[config.mk]
export PLATFORM = sky130hd
export DESIGN_NAME = tqvp_stevej_wdt_kicker
export DESIGN_NICKNAME = d
export VERILOG_FILES = /design/src/rtl/tqvp_stevej_wdt_pkg.sv /design/src/rtl/tqvp_stevej_kick_timer.sv /design/src/rtl/tqvp_stevej_wdt_kicker.sv
export SDC_FILE = /design/constraint.sdc
export NUM_CORES = 1
export LEC_CHECK = 0
export ABC_CLOCK_PERIOD_IN_PS = 4000
export BUFFER_PORTS_ARGS = -buffer_cell sky130_fd_sc_hd__buf_4
export CAP_MARGIN = 20
export CORE_MARGIN = 2
export CORE_UTILIZATION = 53
export DETAILED_ROUTE_END_ITERATION = 8
export PLACE_DENSITY = 0.77
export SLEW_MARGIN = 10
export SYNTH_ARGS = -nofsm -noshare
export SYNTH_HDL_FRONTEND = slang
export SYNTH_SLANG_ARGS = --single-unit
[constraint.sdc]
create_clock -name clk -period 4 [get_ports clk]
set_input_delay 1 -clock clk [delete_from_list [all_inputs] [get_ports clk]]
set_output_delay 1 -clock clk [all_outputs]
set_load 0.005 [all_outputs]
[src/rtl/tqvp_stevej_wdt_pkg.sv]
// Shared constants for the watchdog kicker: register map, CTRL/STATUS bit
// positions, timer FSM encoding and the write-width helper.
package tqvp_stevej_wdt_pkg;

  localparam logic [5:0] ADDR_CTRL       = 6'h0;
  localparam logic [5:0] ADDR_PERIOD     = 6'h1;
  localparam logic [5:0] ADDR_WIDTH      = 6'h2;
  localparam logic [5:0] ADDR_KICK       = 6'h3;
  localparam logic [5:0] ADDR_STATUS     = 6'h4;
  localparam logic [5:0] ADDR_KICK_COUNT = 6'h5;

  localparam int CTRL_ENABLE   = 0;
  localparam int CTRL_AUTO     = 1;
  localparam int CTRL_INVERT   = 2;
  localparam int CTRL_FAULT_IE = 3;

  localparam int STATUS_BUSY    = 0;
  localparam int STATUS_FAULT   = 1;
  localparam int STATUS_OVERRUN = 2;

  typedef enum logic [1:0] {
    ST_IDLE  = 2'd0,
    ST_COUNT = 2'd1,
    ST_PULSE = 2'd2
  } timer_state_t;

  // 00 = byte, 01 = half-word, 10 = word; bytes outside the access are dropped
  function automatic logic [31:0] write_mask(input logic [1:0] write_n);
    case (write_n)
      2'b00:   return 32'h0000_00FF;
      2'b01:   return 32'h0000_FFFF;
      default: return 32'hFFFF_FFFF;
    endcase
  endfunction

endpackage

[src/rtl/tqvp_stevej_kick_timer.sv]
// Period/pulse timer: one counter times the gap between kicks in COUNT and
// the pulse length in PULSE, both compared live against the registers.
module tqvp_stevej_kick_timer
  import tqvp_stevej_wdt_pkg::*;
(
  input  logic         clk,
  input  logic         rst_n,
  input  logic         enable,
  input  logic         auto_mode,
  input  logic         kick_req,
  input  logic [31:0]  period,
  input  logic [7:0]   width,
  output timer_state_t state,
  output logic         kick_done
);

  logic [31:0] counter;
  logic [32:0] count_next;
  logic [32:0] period_min;
  logic [32:0] width_min;

  // A zero PERIOD or WIDTH behaves as one cycle
  always_comb begin
    count_next = {1'b0, counter} + 33'd1;
    period_min = (period == 32'd0) ? 33'd1 : {1'b0, period};
    width_min  = (width == 8'd0) ? 33'd1 : {25'd0, width};
  end

  assign kick_done = (state == ST_PULSE) && enable && (count_next >= width_min);

  always_ff @(posedge clk or negedge rst_n) begin
    if (!rst_n) begin
      state   <= ST_IDLE;
      counter <= 32'd0;
    end else if (!enable) begin
      state   <= ST_IDLE;
      counter <= 32'd0;
    end else begin
      case (state)
        ST_IDLE: begin
          state   <= ST_COUNT;
          counter <= 32'd0;
        end
        ST_COUNT: begin
          if (auto_mode) begin
            if (count_next >= period_min) begin
              state   <= ST_PULSE;
              counter <= 32'd0;
            end else begin
              counter <= count_next[31:0];
            end
          end else if (kick_req) begin
            state   <= ST_PULSE;
            counter <= 32'd0;
          end
        end
        ST_PULSE: begin
          if (count_next >= width_min) begin
            state   <= ST_COUNT;
            counter <= 32'd0;
          end else begin
            counter <= count_next[31:0];
          end
        end
        default: begin
          state   <= ST_IDLE;
          counter <= 32'd0;
        end
      endcase
    end
  end

endmodule

[src/rtl/tqvp_stevej_wdt_kicker.sv]
// TinyQV peripheral that kicks an external watchdog on a programmable period
// or on demand, and latches the watchdog's FAULT line as an interrupt.
module tqvp_stevej_wdt_kicker
  import tqvp_stevej_wdt_pkg::*;
(
  input  logic        clk,
  input  logic        rst_n,
  input  logic [7:0]  ui_in,
  output logic [7:0]  uo_out,
  input  logic [5:0]  address,
  input  logic [31:0] data_in,
  input  logic [1:0]  data_write_n,
  input  logic [1:0]  data_read_n,
  output logic [31:0] data_out,
  output logic        data_ready,
  output logic        user_interrupt
);

  logic [3:0]   ctrl;
  logic [3:0]   ctrl_eff;
  logic [31:0]  period;
  logic [7:0]   width;
  logic [31:0]  kick_count;
  logic         fault_latched;
  logic         overrun;
  logic         fault_prev;
  logic         wr_en;
  logic [31:0]  wdata;
  logic         wr_kick;
  logic         wr_status;
  logic         fault_set;
  logic         overrun_set;
  logic         kick_level;
  logic         kick_done;
  timer_state_t state;
  logic         unused_ok;

  assign wr_en     = (data_write_n != 2'b11);
  assign wdata     = data_in & write_mask(data_write_n);
  assign wr_kick   = wr_en && (address == ADDR_KICK);
  assign wr_status = wr_en && (address == ADDR_STATUS);

  // The timer sees the CTRL value being written so enable/disable act next cycle
  assign ctrl_eff = (wr_en && (address == ADDR_CTRL)) ? wdata[3:0] : ctrl;

  tqvp_stevej_kick_timer u_timer (
    .clk       (clk),
    .rst_n     (rst_n),
    .enable    (ctrl_eff[CTRL_ENABLE]),
    .auto_mode (ctrl_eff[CTRL_AUTO]),
    .kick_req  (wr_kick),
    .period    (period),
    .width     (width),
    .state     (state),
    .kick_done (kick_done)
  );

  assign fault_set   = ui_in[1] && !fault_prev;
  assign overrun_set = wr_kick && ((state == ST_PULSE) ||
                                   ((state == ST_COUNT) && ctrl_eff[CTRL_AUTO]));

  // Set events win over a simultaneous write-one-to-clear
  always_ff @(posedge clk or negedge rst_n) begin
    if (!rst_n) begin
      ctrl          <= 4'd0;
      period        <= 32'd0;
      width         <= 8'd0;
      kick_count    <= 32'd0;
      fault_latched <= 1'b0;
      overrun       <= 1'b0;
      fault_prev    <= 1'b0;
    end else begin
      fault_prev <= ui_in[1];
      ctrl       <= ctrl_eff;
      if (wr_en && (address == ADDR_PERIOD)) period <= wdata;
      if (wr_en && (address == ADDR_WIDTH))  width  <= wdata[7:0];
      if (kick_done) kick_count <= kick_count + 32'd1;
      fault_latched <= fault_set ||
                       (fault_latched && !(wr_status && wdata[STATUS_FAULT]));
      overrun       <= overrun_set ||
                       (overrun && !(wr_status && wdata[STATUS_OVERRUN]));
    end
  end

  always_comb begin
    data_out = 32'd0;
    case (address)
      ADDR_CTRL:       data_out = {28'd0, ctrl};
      ADDR_PERIOD:     data_out = period;
      ADDR_WIDTH:      data_out = {24'd0, width};
      ADDR_STATUS: begin
        data_out[STATUS_BUSY]    = (state == ST_PULSE);
        data_out[STATUS_FAULT]   = fault_latched;
        data_out[STATUS_OVERRUN] = overrun;
      end
      ADDR_KICK_COUNT: data_out = kick_count;
      default:         data_out = 32'd0;
    endcase
  end

  assign kick_level     = (state == ST_PULSE) ^ ctrl[CTRL_INVERT];
  assign uo_out         = {4'd0, ctrl[CTRL_ENABLE], fault_latched, kick_level, 1'b0};
  assign data_ready     = 1'b1;
  assign user_interrupt = fault_latched && ctrl[CTRL_FAULT_IE];

  assign unused_ok = &{1'b0, data_read_n, ui_in[7:2], ui_in[0]};

endmodule

---- After elaboration in Yosys (flattened, before gate mapping) ----
Cells that the tools add are included.
storage, ports and cells
  register bits after elaboration ......... 113
  output and inout port bits .............. 42
operators by class
  add/subtract/negate cells ............... 2
  magnitude comparators ................... 2
  eq/ne operators ......................... 12
  multiplexer cells ....................... 18
  bitwise gates (word level) .............. 2
  reduce and logical (&&, ||, !) cells .... 27
operators by type and width
  cell                   number
  $mux 32                6
  $pmux 32 s2            2
  $pmux 29 s4            1
  $ge 33x33->1           2
  $add 32x1->33 const B  1
  $add 32x1->32 const B  1
  $and 32x32->32         1
  $logic_not 32->1       1
  $logic_and 1x1->1      15
  $pmux 3 s5             1
  $eq 6x2->1 const B     2
  $eq 6x3->1 const B     2
  $mux 2                 6
  $logic_not 8->1        1
  $mux 8                 1
  $eq 6x1->1 const B     1
  $logic_not 6->1        1
  $pmux 2 s3             1
  $eq 2x1->1 const B     2
  $logic_not 2->1        2
  $ne 4x3->1 const B     1
  $ne 4x4->1 const B     1
  $logic_not 1->1        3
  $logic_or 1x1->1       3
  5 further kinds        5

---- Depth between registers and ports, before layout ----
  depth in word-level cells ............... 8
  mapped depth ............................ 17
  mapped depth without buffers ............ 16

---- Hierarchy ----
A second synthesis with hierarchy kept.
unflattened totals
  cell total of the unflattened synthesis .. 856
  area total of the unflattened synthesis .. 7578.5 sq um
by module, submodules not included
  module                  instances  cells an instance  area each (sq um)  sequential area each (sq um)
  tqvp_stevej_wdt_kicker  1          365                3882.5             1976.9
  tqvp_stevej_kick_timer  1          491                3696.0             850.8

---- Least setup slack after synthesis ----
OpenSTA, ideal clock, no wires.
  kind .................................... register to register
  from .................................... reg u_timer.counter[8]
  to ...................................... reg u_timer.counter[30]
  arrival ................................. 3706 ps
  required time ........................... 3917 ps
  slack ................................... 211 ps
  cell stages (with the launch flop) ...... 17
  path buffers ............................ 1
  period minus slack after synthesis ...... 3789 ps
  cell sequence ........................... dfrtp_1 > clkbuf_1 > nand4_1 > nor4_2 > nand4_1 > xor2_1 > inv_1 > ha_1 > a211oi_1 > o21ai_0 > a221oi_1 > o311ai_0 > a211oi_1 > nand2_1 > o21a_1 > or3_1 > o21ai_0
between the ends
  longest elaborated chain between the ends .. 6
RTL lines
  what                    line                          text
  start, declared         tqvp_stevej_kick_timer.sv:17  logic [31:0] counter;
  start signal, assigned  tqvp_stevej_kick_timer.sv:50  counter <= count_next[31:0];
  start signal, assigned  tqvp_stevej_kick_timer.sv:62  counter <= count_next[31:0];
  $add 32x1->33 *         tqvp_stevej_kick_timer.sv:24  count_next = {1'b0, counter} + 33'd1;
  $ge 33x33->1            tqvp_stevej_kick_timer.sv:46  if (count_next >= period_min) begin
  $mux 32                 tqvp_stevej_kick_timer.sv:46
  $mux 32                 tqvp_stevej_kick_timer.sv:45  if (auto_mode) begin
  $pmux 32 s2 *           tqvp_stevej_kick_timer.sv:39  case (state)
  $mux 32 *               tqvp_stevej_kick_timer.sv:35  end else if (!enable) begin
Every way passes the cells marked *; elsewhere a longest branch is shown, timed or not.
A chain may end at the register's enable or synchronous reset.

---- Final worst setup path ----
  from .................................... reg u_timer.counter[1]
  to ...................................... reg u_timer.counter[3]
Same word-level chain as after synthesis.

==> metrics.txt <==
routed vias=6912; largest net degree at the start of global routing=114; gr ovfl total=0; fin cells=roughly 1200; post-synthesis sequential area ratio=38.1%; Setup crit end kind=flip-flop; Clk Latency, worst-skew pair=0.42 ns; WL/cell=18.2 microns; Relative slew margins=~34%; vias in the first global route=6399; Hold Crit Start=fault_prev$_DFF_PN0_; Multi-input gate area=4310 sq um; status=completed; Cell Int Power=2370 uW; CP most frequent cell=buf_4; clock sink count=113; WP buf/inv=6; worst r2r src=u_timer.counter[1]$_DFFE_PN0P_; routed wire length=roughly 21 mm; Yosys cell types=65; synthesized instance count=approximately 840; Avg Cell Area, Syn=8.81 sq um; Worst Path Required=roughly 4.3 ns; die area=15000 sq um; Yosys reg bits=113; initial antenna violation count=0; Crit path depth=18; core footprint=between 10000 and 15000 sq um; Synth warnings=0; fmax=259 MHz; share of cells above drive strength 1=24.3%; Horiz. Die Dim=122 microns; DR vias/cell=5.95; clk_skew=0.00644 ns; Post-Synth Adder-Cell Area=7.75%; io pins=94; final worst path period share=96.6%; worst hold path type=flip-flop to flip-flop; Placed Area=approximately 8500 sq um; Final Slew Violations=0; Filler Cell Count=~1100; layout overhead on the synthesized area=26.6%; crit path DAT=4.15 ns; Final Cell Area=9410 sq um; RSZ-0062 raised after global routing=true; ant diodes=0; ys async rst share=100%; hold depth=1; compound-gate portion of the synthesized area=15.8%; critical path's top delay family=simple AND/OR/NAND/NOR gates; Post-Place Cells=1120; Comb pwr share=between 10 and 15%; CP max-delay cell=or4_4; nets=approximately 1100; Detail Route Antenna Nets=0; Initial Utilization=53.9%; setup slack, reg-to-reg=~0.14 ns; setup TNS=0 ns; sw frac=28.1%; PortBufs=78; worst r2r path cells=18; peak supply drop=0.000297 V; clock network power share=46.2%; drt pass-1 iters=6; Storage cell area=2830 sq um; P per Cell Area=roughly 350 nW/um^2; placed wire-length estimate=approximately 15 mm; Post-synth EDFFs=0; clock root buffer master=clkbuf_16; final worst slack=0.136 ns; Mapped Area=approximately 7400 sq um; CP max FO=8; Die H=122 microns; Worst-path clk slew=0.06 ns; Setup crit start=u_timer.counter[1]$_DFFE_PN0P_; Iter 0 DRT Violations=about 650; Sequential Power Share=39.9%; Max H-tree Level=4; DRC viols=0; worst r2r dst=u_timer.counter[3]$_DFFE_PN0P_; CP Cell Sequence=buf_4 -> nand4_1 -> or4_4 -> nor3_2 -> xnor2_1 -> inv_1 -> ha_1 -> nand4_1 -> buf_4 -> nand2b_1 -> a211oi_1 -> a211oi_1 -> buf_4 -> nand2_2 -> buf_8 -> clkinvlp_4 -> o221ai_2 -> o31ai_4; WHS=0.424 ns; crit path kind=flip-flop to flip-flop; CTS Buffer Depth=2; P_leak=0.00454 uW; GRT Total Usage=about 28%; startpoint types=flip-flop; final hold viol count=0; Max-cap violations=0; Final Setup Violations=0; row count=43; Placer Congestion=around 0.97; number of CTS-inserted buffers=17; Top FF cell, synth=dfrtp_1; combinational family with the most area after synthesis=simple AND/OR/NAND/NOR gates; XOR/XNOR share of the synthesized area=just over 7%; worst slew pin tran=a little under 1 ns; global-route wire length before repair=32.7 mm; hold_buf cts=0; pre-CTS WS=0.0539 ns; P_sw=926 uW; Hold EP=fault_latched$_DFF_PN0_; CTS tree=yes; post-synthesis mux area share=roughly 2.8%; post-synthesis simple-gate area fraction=between 20% and 30%; min Tclk post-route=approximately 3.9 ns; critical path's largest stage delay=0.59 ns
cells by family after synthesis:
| logic type | count (synthesis) |
|---|---|
| simple gates | 315 |
| flops | 113 |
| mux | 19 |
| compound gates | 169 |
| buf+inv | 118 |
| xor+xnor | 61 |
| other cells | 2 |
| fa+ha+maj | 46 |
worst reg2reg max path, stage by stage (launching register included):
cell        delay (ns)
dfrtp_2           0.45
buf_4             0.14
nand4_1           0.11
or4_4             0.59
nor3_2            0.19
xnor2_1           0.20
inv_1             0.08
ha_1              0.28
nand4_1           0.14
buf_4             0.17
nand2b_1          0.13
a211oi_1          0.22
a211oi_1          0.09
buf_4             0.17
nand2_2           0.09
buf_8             0.15
clkinvlp_4        0.18
o221ai_2          0.25
o31ai_4           0.11
state kept, by name, indices dropped and copies added, names as in the netlist:
register and count:
ctrl 4, fault_latched 1, fault_prev 1, kick_count 32
overrun 1, period 32, u_timer.counter 32, u_timer.state 2
width 8
cell type report:
| class | count | area share [%] |
|---|---|---|
| Clock buffer | 18 | 4.67 |
| Sequential cell | 113 | 30.1 |
| Timing Repair Buffer | 151 | 12.6 |
| Clock inverter | 14 | 1.62 |
| Inverter | 70 | 2.83 |
| Multi-Input combinational cell | 616 | 45.8 |
| Tap cell | 180 | 2.39 |
power groups by stage:
| stage | registers (uW) | clock network [uW] | logic (uW) |
|---|---|---|---|
| 6_report | 1310 | 1520 | 458 |
| 5_1_grt | 1320 | 1590 | 507 |
| 4_1_cts | 1310 | 1530 | 427 |
| 3_5_place_dp | 1330 | 0 | 420 |
| 3_3_place_gp | 1320 | 0 | 407 |
| 2_1_floorplan | 1290 | 0 | 271 |
per-layer routing:
metal	vias up	global-route usage (%)	wire [microns]
li1	3234	-	-
met1	3356	38.1	8820
met2	270	45.4	10300
met3	52	6.64	1460
met4	0	9.70	561
met5	-	0	0
synthesized netlist by cell type (2+ instances only):
master,n,area (sq um)
nand2_1,119,447
dfrtp_1,113,2830
inv_1,69,259
o21ai_0,59,295
ha_1,46,576
nor2_1,40,150
nand4_1,34,213
xor2_1,32,280
a22o_1,30,263
xnor2_1,29,254
clkbuf_1,24,90.1
nand3_1,24,120
a21oi_1,21,105
and3_1,16,100
nor4_1,14,87.6
and2_1,13,81.3
buf_4,13,97.6
mux2_2,13,146
nor3_1,13,65.1
a32o_1,10,100
buf_2,8,40.0
o31ai_1,7,52.6
or3_1,7,43.8
a22oi_1,6,45.0
and4_1,6,52.6
nand2b_1,6,37.5
mux2i_1,5,50.1
nor2b_1,5,31.3
a211oi_1,4,30.0
a222oi_1,3,30.0
nor4_2,3,37.5
o2111ai_1,3,26.3
o21a_1,3,22.5
or2_2,3,18.8
a21boi_0,2,15.0
a21o_1,2,15.0
a221oi_1,2,17.5
a41o_1,2,20.0
buf_1,2,7.51
conb_1,2,7.51
nor3b_1,2,15.0
o211ai_1,2,15.0
o21bai_1,2,15.0
o41ai_1,2,17.5
or4_1,2,15.0
per-stage QoR:
stage               util (%)  total power, uW
floorplan                  -             1560
detailed placement      61.9             1750
finish                  68.3             3290
global placement        61.9             1730
CTS                     66.2             3260
global route            68.3             3420
cell usage in the layout, fill, tap and decap left out, drive strengths merged, types with 29 or more instances in the layout:
cell type / count
buf: 151
nand2: 120
dfrtp: 113
inv: 75
o21ai: 59
ha: 46
nor2: 40
nand4: 34
xor2: 32
a22o: 30
xnor2: 29
worst max path at each step:
stage | end | slack, ns
global placement | u_timer.counter[3]$_DFFE_PN0P_ | 0.07
floorplan | u_timer.counter[30]$_DFFE_PN0P_ | 0.21
finish | u_timer.counter[3]$_DFFE_PN0P_ | 0.14
global route | u_timer.counter[3]$_DFFE_PN0P_ | -0.07
CTS | u_timer.state[0]$_DFFE_PN0P_ | 0.009
detailed placement | u_timer.counter[9]$_DFFE_PN0P_ | 0.05
timing repair:
| item | CTS | global route |
|---|---|---|
| resized for setup | 0 | 45 |
| setup endpoints to repair | 0 | 31 |
| buffers inserted | 0 | 10 |
Power figures use the tool's default switching activity.
